===== config.mk =====
export PLATFORM = sky130hd
export DESIGN_NAME = instr_fetch_unit
export DESIGN_NICKNAME = d
export VERILOG_FILES = /design/src/rtl/fetch_pkg.sv /design/src/rtl/instr_fetch_unit.sv
export SDC_FILE = /design/constraint.sdc
export NUM_CORES = 1
export LEC_CHECK = 0
export ABC_AREA = 0
export BUFFER_PORTS_ARGS = -buffer_cell sky130_fd_sc_hd__buf_2
export CAP_MARGIN = 20
export CORE_AREA = 2 2 132 134
export CTS_CLUSTER_SIZE = 28
export DETAILED_ROUTE_END_ITERATION = 7
export DIE_AREA = 0 0 134 136
export PLACE_DENSITY = 0.66
export SLEW_MARGIN = 20
export SYNTH_ARGS = -nofsm -noshare
export SYNTH_HDL_FRONTEND = slang
export SYNTH_SLANG_ARGS = --single-unit

===== constraint.sdc =====
create_clock -name clk -period 3 [get_ports clk]
set_input_delay 0.45 -clock clk [delete_from_list [all_inputs] [get_ports clk]]
set_output_delay 0.45 -clock clk [all_outputs]
set_load 0.01 [all_outputs]

===== src/rtl/fetch_pkg.sv =====
// Shared fetch-stage definitions: FSM state encoding, fetch constants and an
// alignment helper. Imported by the fetch unit, decode and the bench.
package fetch_pkg;

  // Instruction word width (fixed at 32 regardless of XLEN)
  localparam int unsigned ILEN = 32;

  // Sequential PC increment in bytes
  localparam int unsigned PC_STEP = 4;

  // addi x0,x0,0 -- presented after reset and on a misaligned fetch
  localparam logic [ILEN-1:0] NOP_INSTR = 32'h0000_0013;

  typedef enum logic [1:0] {
    S_IDLE  = 2'd0,
    S_WAIT  = 2'd1,
    S_VALID = 2'd2
  } fetch_state_e;

  // A fetch address is usable only on a 4-byte boundary
  function automatic logic is_aligned(input logic [1:0] addr_lsb);
    return (addr_lsb == 2'b00);
  endfunction

endpackage : fetch_pkg


===== src/rtl/instr_fetch_unit.sv =====
// Instruction fetch stage sitting between the program counter and decode.
// Reads the current PC, fetches the word over a req/ack memory handshake and
// offers it to decode over valid/ready. Drives the PC write port for the
// reset vector, sequential advance and branch/jump redirects.
//
// Ports
//   clk, rst                         clock, synchronous active-high reset
//   pc_in                            current PC value
//   pc_wr, pc_next                   PC write enable / value (combinational)
//   redirect_valid, redirect_pc      taken branch/jump pulse and target
//   imem_req, imem_addr              memory request, address held while req=1
//   imem_ack, imem_rdata             memory response, data valid with ack only
//   instr_valid, instr_ready         handshake towards decode
//   instr, instr_pc, instr_fault     fetched word, its address, misalign flag
module instr_fetch_unit
  import fetch_pkg::*;
#(
  parameter int unsigned     XLEN         = 32,
  parameter logic [XLEN-1:0] RESET_VECTOR = '0
) (
  input  logic            clk,
  input  logic            rst,
  input  logic [XLEN-1:0] pc_in,
  output logic            pc_wr,
  output logic [XLEN-1:0] pc_next,
  input  logic            redirect_valid,
  input  logic [XLEN-1:0] redirect_pc,
  output logic            imem_req,
  output logic [XLEN-1:0] imem_addr,
  input  logic            imem_ack,
  input  logic [ILEN-1:0] imem_rdata,
  output logic            instr_valid,
  input  logic            instr_ready,
  output logic [ILEN-1:0] instr,
  output logic [XLEN-1:0] instr_pc,
  output logic            instr_fault
);

  fetch_state_e    state_q, state_d;
  logic [XLEN-1:0] addr_q, addr_d;
  logic            drop_q, drop_d;
  logic [ILEN-1:0] instr_q, instr_d;
  logic [XLEN-1:0] instr_pc_q, instr_pc_d;
  logic            instr_fault_q, instr_fault_d;

  logic [XLEN-1:0] addr_inc;
  logic            addr_ok;

  // Sequential successor, modulo 2^XLEN
  assign addr_inc = addr_q + XLEN'(PC_STEP);
  assign addr_ok  = is_aligned(addr_q[1:0]);

  // Next-state, PC write and handshake outputs
  always_comb begin
    state_d       = state_q;
    addr_d        = addr_q;
    drop_d        = drop_q;
    instr_d       = instr_q;
    instr_pc_d    = instr_pc_q;
    instr_fault_d = instr_fault_q;
    pc_wr         = 1'b0;
    pc_next       = addr_q;
    imem_req      = 1'b0;
    imem_addr     = addr_q;
    instr_valid   = 1'b0;

    unique case (state_q)
      S_IDLE: begin
        // Redirects are ignored here; the reset vector always goes first
        pc_wr   = 1'b1;
        pc_next = RESET_VECTOR;
        addr_d  = RESET_VECTOR;
        drop_d  = 1'b0;
        state_d = S_WAIT;
      end

      S_WAIT: begin
        if (!addr_ok) begin
          // Misaligned target: never touch memory, hand decode a faulting NOP
          if (redirect_valid) begin
            pc_wr   = 1'b1;
            pc_next = redirect_pc;
            addr_d  = redirect_pc;
          end else begin
            instr_d       = NOP_INSTR;
            instr_pc_d    = addr_q;
            instr_fault_d = 1'b1;
            state_d       = S_VALID;
          end
        end else begin
          imem_req = 1'b1;
          if (redirect_valid) begin
            pc_wr   = 1'b1;
            pc_next = redirect_pc;
            if (imem_ack) begin
              // Response lands with the redirect: discard and refetch now
              addr_d = redirect_pc;
              drop_d = 1'b0;
            end else begin
              // Request in flight keeps its address; throw its data away later
              drop_d = 1'b1;
            end
          end else if (imem_ack) begin
            if (drop_q) begin
              // Stale response; pc_in holds the most recent redirect target
              drop_d = 1'b0;
              addr_d = pc_in;
            end else begin
              instr_d       = imem_rdata;
              instr_pc_d    = addr_q;
              instr_fault_d = 1'b0;
              state_d       = S_VALID;
            end
          end
        end
      end

      S_VALID: begin
        instr_valid = 1'b1;
        if (redirect_valid) begin
          pc_wr   = 1'b1;
          pc_next = redirect_pc;
          addr_d  = redirect_pc;
          state_d = S_WAIT;
        end else if (instr_ready) begin
          pc_wr   = 1'b1;
          pc_next = addr_inc;
          addr_d  = addr_inc;
          state_d = S_WAIT;
        end
      end

      default: begin
        state_d = S_IDLE;
      end
    endcase

    // Nothing leaves the block while reset is held
    if (rst) begin
      pc_wr       = 1'b0;
      imem_req    = 1'b0;
      instr_valid = 1'b0;
    end
  end

  // State, fetch address, drop flag and instruction holding register
  always_ff @(posedge clk) begin
    if (rst) begin
      state_q       <= S_IDLE;
      addr_q        <= RESET_VECTOR;
      drop_q        <= 1'b0;
      instr_q       <= NOP_INSTR;
      instr_pc_q    <= '0;
      instr_fault_q <= 1'b0;
    end else begin
      state_q       <= state_d;
      addr_q        <= addr_d;
      drop_q        <= drop_d;
      instr_q       <= instr_d;
      instr_pc_q    <= instr_pc_d;
      instr_fault_q <= instr_fault_d;
    end
  end

  assign instr       = instr_q;
  assign instr_pc    = instr_pc_q;
  assign instr_fault = instr_fault_q;

endmodule : instr_fetch_unit


==> results by group, run 1 <==
Run status
  – Outcome: complete, no violations

Clocking
  – CTS clk-pin slew, worst paths: 0.07 ns
  – TritonCTS buffer count: 9
  – CTS tree: yes
  – CTS root buf: clkbuf_16
  – H-tree depth: 3
  – CTS sink cnt: 100
  – Insertion delay to the later sink of the worst-skew pair: 0.36 ns
  – Clk buf depth: 2

Route
  – Vias per inst: 5.819
  – Vias post-DR: 7,751
  – ANT nets after route: 0
  – Iter 0 DRT Violations: 714
  – Drc violations: 0
  – Routed WL: 26.02 mm
  – Drt wl/cell: 19.53 µm
  – DRT Pass-1 Iters: 5

Setup path
  – Setup crit end kind: output pin
  – R2R Setup Slk: 0.60 ns
  – Crit path DAT: 2.43 ns
  – Delay-heaviest family, CP: simple AND/OR/NAND/NOR gates
  – Startpoint Class: register
  – Cell Chain, Critical Path: ha_1, nand4_2, or3_4, nor3_2, xnor2_1, o31ai_1, buf_2
  – CP Max Fanout: 7
  – Required @ worst endpoint: 2.55 ns
  – Critical path type: reg2out
  – Crit path buf inv count: 1
  – Max incr delay on CP: 0.52 ns
  – CP max-delay cell: or3_4

Synthesis
  – Ys Warns: 0
  – Post-synth EDFFs: 0
  – Flip-flop and latch count after synthesis: 100
  – Cell taking the most area after synthesis: dfxtp_1
  – Most numerous cell in the Yosys netlist: nand2_1
  – Mean area per synthesized cell: 7.487 µm²
  – Sequential area share after synthesis: 30.11%
  – Dominant synthesized flop cell: dfxtp_1
  – Synth async-reset ratio: 0%
  – Cell Area, Synth: 6649 µm²
  – Area contributors post-synth: dfxtp_1 30%, nand2_1 7.3%, a21oi_1 5.3%, a22oi_1 5.0%, nor2_1 5.0%
  – Post-synthesis cell count: 888
  – Commonest cells post-synth: 130 x nand2_1, 100 x dfxtp_1, 88 x nor2_1
  – Share of the synthesized area in the top cell type: 30.11%
  – Synth unique cells: 76
  – Synthesized Nets: 994

Timing
  – FMAX: 347.3 MHz
  – Final hold violation count: 0
  – Worst rel slew slack: 55.73%
  – Worst hold slack: 0.3231 ns
  – Final worst path period need: 2.879 ns
  – Slew Viols, Final: 0
  – Final clock skew: 0.009124 ns
  – Ratio of final minimum period to clock period: 95.98%
  – Worst-margin pin slew: 0.6633 ns
  – Setup repair after global routing missed its margin: yes
  – Setup-failing EPs final: 0

Die
  – Die area: 18,220 µm²
  – Initial core utilization: 39.40%
  – Die width: 134 µm
  – Ports: 233
  – CORE AREA: 16,880 µm²
  – # rows: 48
  – Chip Height: 136 µm

Finish
  – Nets: 1,205
  – Layout cell share with drive strength beyond 1: 31.16%
  – Synth-to-layout area growth: 27.14%
  – Cell Count, Final, Fillers Out: 1,332
  – Flip-flop and latch area: 2007 µm²
  – Area of the multi-input gates: 4121 µm²
  – Post-layout util: 50.09%
  – Filler cells: 1,706

Power
  – Switching Fraction: 33.80%
  – Gate power share: 28.6%
  – Leakage power: 0.003737 µW
  – Internal power: 2569 µW
  – Net switching power: 1312 µW
  – Clock share of power: 33.7%
  – Max IR drop VDD: 0.3248 mV
  – Power per cell area: 459.1 nW/µm²
  – Sequential Power Share: 37.7%

Place
  – Gpl congestion: 0.9196
  – I/O Buffers: 232
  – Placed cells: 1,313
  – Final HPWL DP: 19.11 mm

Global route
  – First-pass GRT wire length: 39.50 mm
  – Pin count of the biggest net entering global routing: 52
  – Initial antenna violation count: 3
  – Overall global routing resource usage: 27.87%
  – Vias in the first global route: 7,242
  – Grt total ovfl: 0

Worst hold path
  – Hold WC Path Type: in2reg

Flow run
  – Max Cap Viol: 0
-- stage by stage --
| stage | worst slack, ns | area [µm²] | total power, µW | TNS [ns] |
|---|---|---|---|---|
| floorplan | 0.4757 | 6649 | 2157 | 0 |
| global placement | 0.3224 | 8098 | 2570 | 0 |
| detailed placement | 0.2778 | 8098 | 2579 | 0 |
| CTS | 0.007673 | 8428 | 3881 | 0 |
| global route | -0.001750 | 8451 | 4050 | -0.001750 |
| finish | 0.1207 | 8453 | 3881 | 0 |
-- cells in the final DEF (no fill, tap or decap), types with 12 or more instances in the layout --
cell type / n
nand2b_1: 26
mux2i_1: 13
nor3_1: 23
dfxtp_1: 96
nand4_1: 14
inv_1: 18
buf_2: 232
o211ai_1: 12
nand2_1: 129
a22oi_1: 44
o21ai_0: 49
nor2_1: 87
nand3_1: 18
buf_4: 56
a21oi_1: 69
-- what timing repair did --
action | 4_1_cts | 5_1_grt
endpoints found under the setup margin | 4 | 8
hold buffers | 0 | 0
buffers inserted | 0 | 0
gates resized for setup | 2 | 6
cloned | 0 | 0
-- sequential cells by signal, summed over array words and instances (netlist names) --
name,cells
drop_q,1
imem_addr,32
instr,32
instr_fault,1
instr_pc,32
state_q,2
-- final cells by class --
class	count	share of cell area (%)
Clock buffer	11	2.872
Antenna cell	3	0.08881
Clock inverter	5	0.9917
Timing Repair Buffer	291	19.42
Multi-Input combinational cell	679	48.76
Tap cell	225	3.330
Inverter	18	0.7993
Sequential cell	100	23.74
-- path summary, 6_finish.rpt --
path / start / to / cells past startpoint
setup / recovery: imem_addr[3]$_SDFFE_PP0P_ / pc_next[24] / 7
hold / removal: imem_rdata[17] / instr[17]$_SDFFE_PP0P_ / 3
setup reg to reg: state_q[1]$_SDFFE_PP0P_ / instr[15]$_SDFFE_PP0P_ / 9
hold reg to reg: instr_pc[14]$_SDFFE_PP0P_ / instr_pc[14]$_SDFFE_PP0P_ / 2
-- per-layer routing --
metal / track usage (%) / share of wire, % / vias to the layer above
li1: - / - / 3647
met1: 34.54 / 40 / 3586
met2: 46.15 / 46 / 442
met3: 6.674 / 10 / 76
met4: 12.17 / 3.9 / 0
met5: 0 / 0 / -
-- kinds of logic after synthesis --
| family | share of synthesized area [%] |
|---|---|
| buffers and inverters | 8.430 |
| and+or+nand+nor | 26.33 |
| AOI/OAI and AO/OA | 29.26 |
| xor gates and xnor gates | 1.449 |
| adders and majority gates | 0.9409 |
| muxes | 3.481 |
| DFF | 30.11 |
-- power by group through the flow --
stage	sequential, µW	combinational (µW)	clock (µW)
after floorplan	1480	681	0
after global placement	1490	1080	0
after detailed placement	1490	1090	0
after CTS	1460	1090	1330
after global routing	1470	1190	1380
final	1470	1110	1310
-- worst register-to-register path: stages (launching register included) --
cell and delay, ns:
dfxtp_1 0.34, inv_1 0.09, ha_2 0.45, inv_1 0.24, nor2_1 0.26, buf_4 0.19
nand2_2 0.18, buf_4 0.25, a22oi_1 0.21, nor2_1 0.06
Power figures use the tool's default switching activity.
==> inputs of run 2 (changes only) <==
- CORE_AREA: 2 2 132 134 -> 2 2 118 120
- DIE_AREA: 0 0 134 136 -> 0 0 120 122
- PLACE_DENSITY: 0.66 -> 0.8
==> results by group, run 2 (synthesis gave the netlist of run 1 again) <==
Finish
  – Layout cell share with drive strength beyond 1: 32.22% (+1.1 points)
  – Most common cell after layout, fill and taps aside: buf_2
  – Post-layout util: 62.31% (+12 points)
  – Synth-to-layout area growth: 26.55%
  – Nets: 1,206 (+0.083%)
  – Design area: 8414 µm² (-0.46%)
  – Commonest non-fill, non-tap cells in the layout: 231 x buf_2, 129 x nand2_1, 94 x dfxtp_1

Setup path
  – Max incr delay on CP: 0.48 ns (-0.04 ns)
  – CP max-delay cell: dfxtp_1
  – Required @ worst endpoint: 2.55 ns (about the same)
  – Cell Chain, Critical Path: nand4_4, nor4_4, nand4_1, mux2_2, nor3_1, buf_2
  – Crit path DAT: 2.46 ns (+0.03 ns)
  – CP Max Fanout: 6 (-1)
  – Startpoint Class: register
  – Crit path buf inv count: 1 (unchanged)
  – Setup crit end kind: output pin
  – Delay-heaviest family, CP: simple AND/OR/NAND/NOR gates
  – Critical path type: reg2out

Die
  – Die area: 14,640 µm² (-20%)
  – # rows: 43 (-10%)
  – Initial core utilization: 49.24% (+9.8 points)
  – Ports: 233 (unchanged)
  – Chip Height: 122 µm (-10%)
  – CORE AREA: 13,500 µm² (-20%)
  – Die width: 120 µm (-10%)

Timing
  – Worst Slack Setup Final: 0.09347 ns (-0.02727 ns)
  – Final clock skew: 0.008887 ns (-0.0002367 ns)
  – Setup-failing EPs final: 0 (unchanged)
  – Final hold violation count: 0 (unchanged)
  – Worst rel slew slack: 54.67% (-1.1 points)
  – Worst hold slack: 0.3140 ns (-0.009025 ns)
  – Ratio of final minimum period to clock period: 96.88% (+0.91 points)
  – Worst-margin pin slew: 0.6799 ns (+0.01662 ns)
  – Final worst path period need: 2.907 ns (+0.02727 ns)
  – Slew Viols, Final: 0 (unchanged)
  – FMAX: 344.1 MHz (-0.94%)

Global route
  – First-pass GRT wire length: 38.13 mm (-3.5%)
  – Initial antenna violation count: 1 (-2)
  – Overall global routing resource usage: 33.08% (+5.2 points)
  – Vias in the first global route: 7,197 (-0.62%)
  – Pin count of the biggest net entering global routing: 66 (+27%)
  – Grt total ovfl: 0 (unchanged)

Power
  – Power per cell area: 453.4 nW/µm² (-1.2%)
  – Max IR drop VDD: 0.3405 mV (+4.8%)
  – Leakage power: 0.003758 µW (+0.55%)
  – Overall power: 3815 µW (-1.7%)

Clocking
  – H-tree depth: 3 (unchanged)
  – Clk buf depth: 2 (unchanged)
  – TritonCTS buffer count: 9 (unchanged)
  – CTS tree: yes
  – Hold Buf Count CTS: 0 (unchanged)
  – CTS sink cnt: 100 (unchanged)
  – Insertion delay to the later sink of the worst-skew pair: 0.37 ns (about the same)
  – CTS clk-pin slew, worst paths: 0.08 ns (about the same)
  – CTS root buf: clkbuf_16

Flow run
  – Max Cap Viol: 0 (unchanged)

Route
  – ANT nets after route: 0 (unchanged)
  – Vias post-DR: 7,940 (+2.4%)
  – Routed WL: 24.74 mm (-4.9%)
  – Drt wl/cell: 19.24 µm (-1.5%)
  – Drc violations: 0 (unchanged)
  – Vias per inst: 6.174 (+6.1%)
  – Iter 0 DRT Violations: 970 (+36%)
  – DRT Pass-1 Iters: 5 (unchanged)

Place
  – Gpl congestion: 0.9811 (+6.7%)
  – Final HPWL DP: 17.71 mm (-7.3%)
  – DP Worst Slack: 0.2782 ns (+0.0004220 ns)
  – Post-DP Area: 8024 µm² (-0.91%)
  – I/O Buffers: 232 (unchanged)

Run status
  – Outcome: complete, no violations

Worst hold path
  – Hold WC Path Type: in2reg
==> run 2: report_power, final <==
group | leakage [µW] | internal, µW | total, µW | switching [µW]
logic | 0.00280 | 430 | 1140 | 709
registers | 0.000811 | 1380 | 1450 | 68.9
clock network | 0.000151 | 600 | 1220 | 624
==> run 2: worst reg2reg max path: stages (launching register included) <==
cell,delay [ns]
dfxtp_1,0.35
inv_1,0.09
ha_1,0.46
buf_12,0.22
nand2_1,0.19
a2111oi_4,0.36
buf_4,0.26
nand2_1,0.06
or3_1,0.32
nand4_1,0.10
==> run 2: final cells by class <==
class	instances	area (µm²)
flip-flops and latches	100	2009
well taps	180	225.2
multi-input cells	679	4161
repair buffers	292	1639
clock buffers	9	225.2
diodes	1	2.502
fillers	1266	5090
clock inverters	7	83.83
inverters	18	67.56
==> run 2: layer usage <==
metal | vias to the layer above | wire (µm) | share of wire (%) | global-route usage (%)
li1 | 3652 | - | - | -
met1 | 3665 | 9761 | 39 | 44.27
met2 | 518 | 11010 | 45 | 51.53
met3 | 105 | 2931 | 12 | 6.367
met4 | 0 | 1035 | 4.2 | 15.37
met5 | - | 0 | 0 | 0
==> run 2: path summary, 6_finish.rpt <==
| check | start | endpoint | slack, ns | cells past startpoint |
|---|---|---|---|---|
| min | imem_rdata[17] | instr[17]$_SDFFE_PP0P_ | 0.31 | 3 |
| min reg2reg | instr[6]$_SDFFE_PP0P_ | instr[6]$_SDFFE_PP0P_ | 0.45 | 2 |
| max | imem_addr[9]$_SDFFE_PP0P_ | pc_next[31] | 0.09 | 6 |
| max reg2reg | state_q[0]$_SDFFE_PP0P_ | imem_addr[31]$_SDFFE_PP0P_ | 0.52 | 9 |
==> run 2: metrics by stage <==
stage                TNS [ns]  instances
floorplan                   0        888
global placement            0       1267
detailed placement          0       1267
CTS                         0       1283
global route        -0.001200       1285
finish                      0       1286
==> run 2: repair_timing <==
item                       4_1_cts  5_1_grt
setup buffers                    0        2
gates cloned                     0        0
pin swaps                        0        2
resized for setup                2       18
setup endpoints to repair        1       19
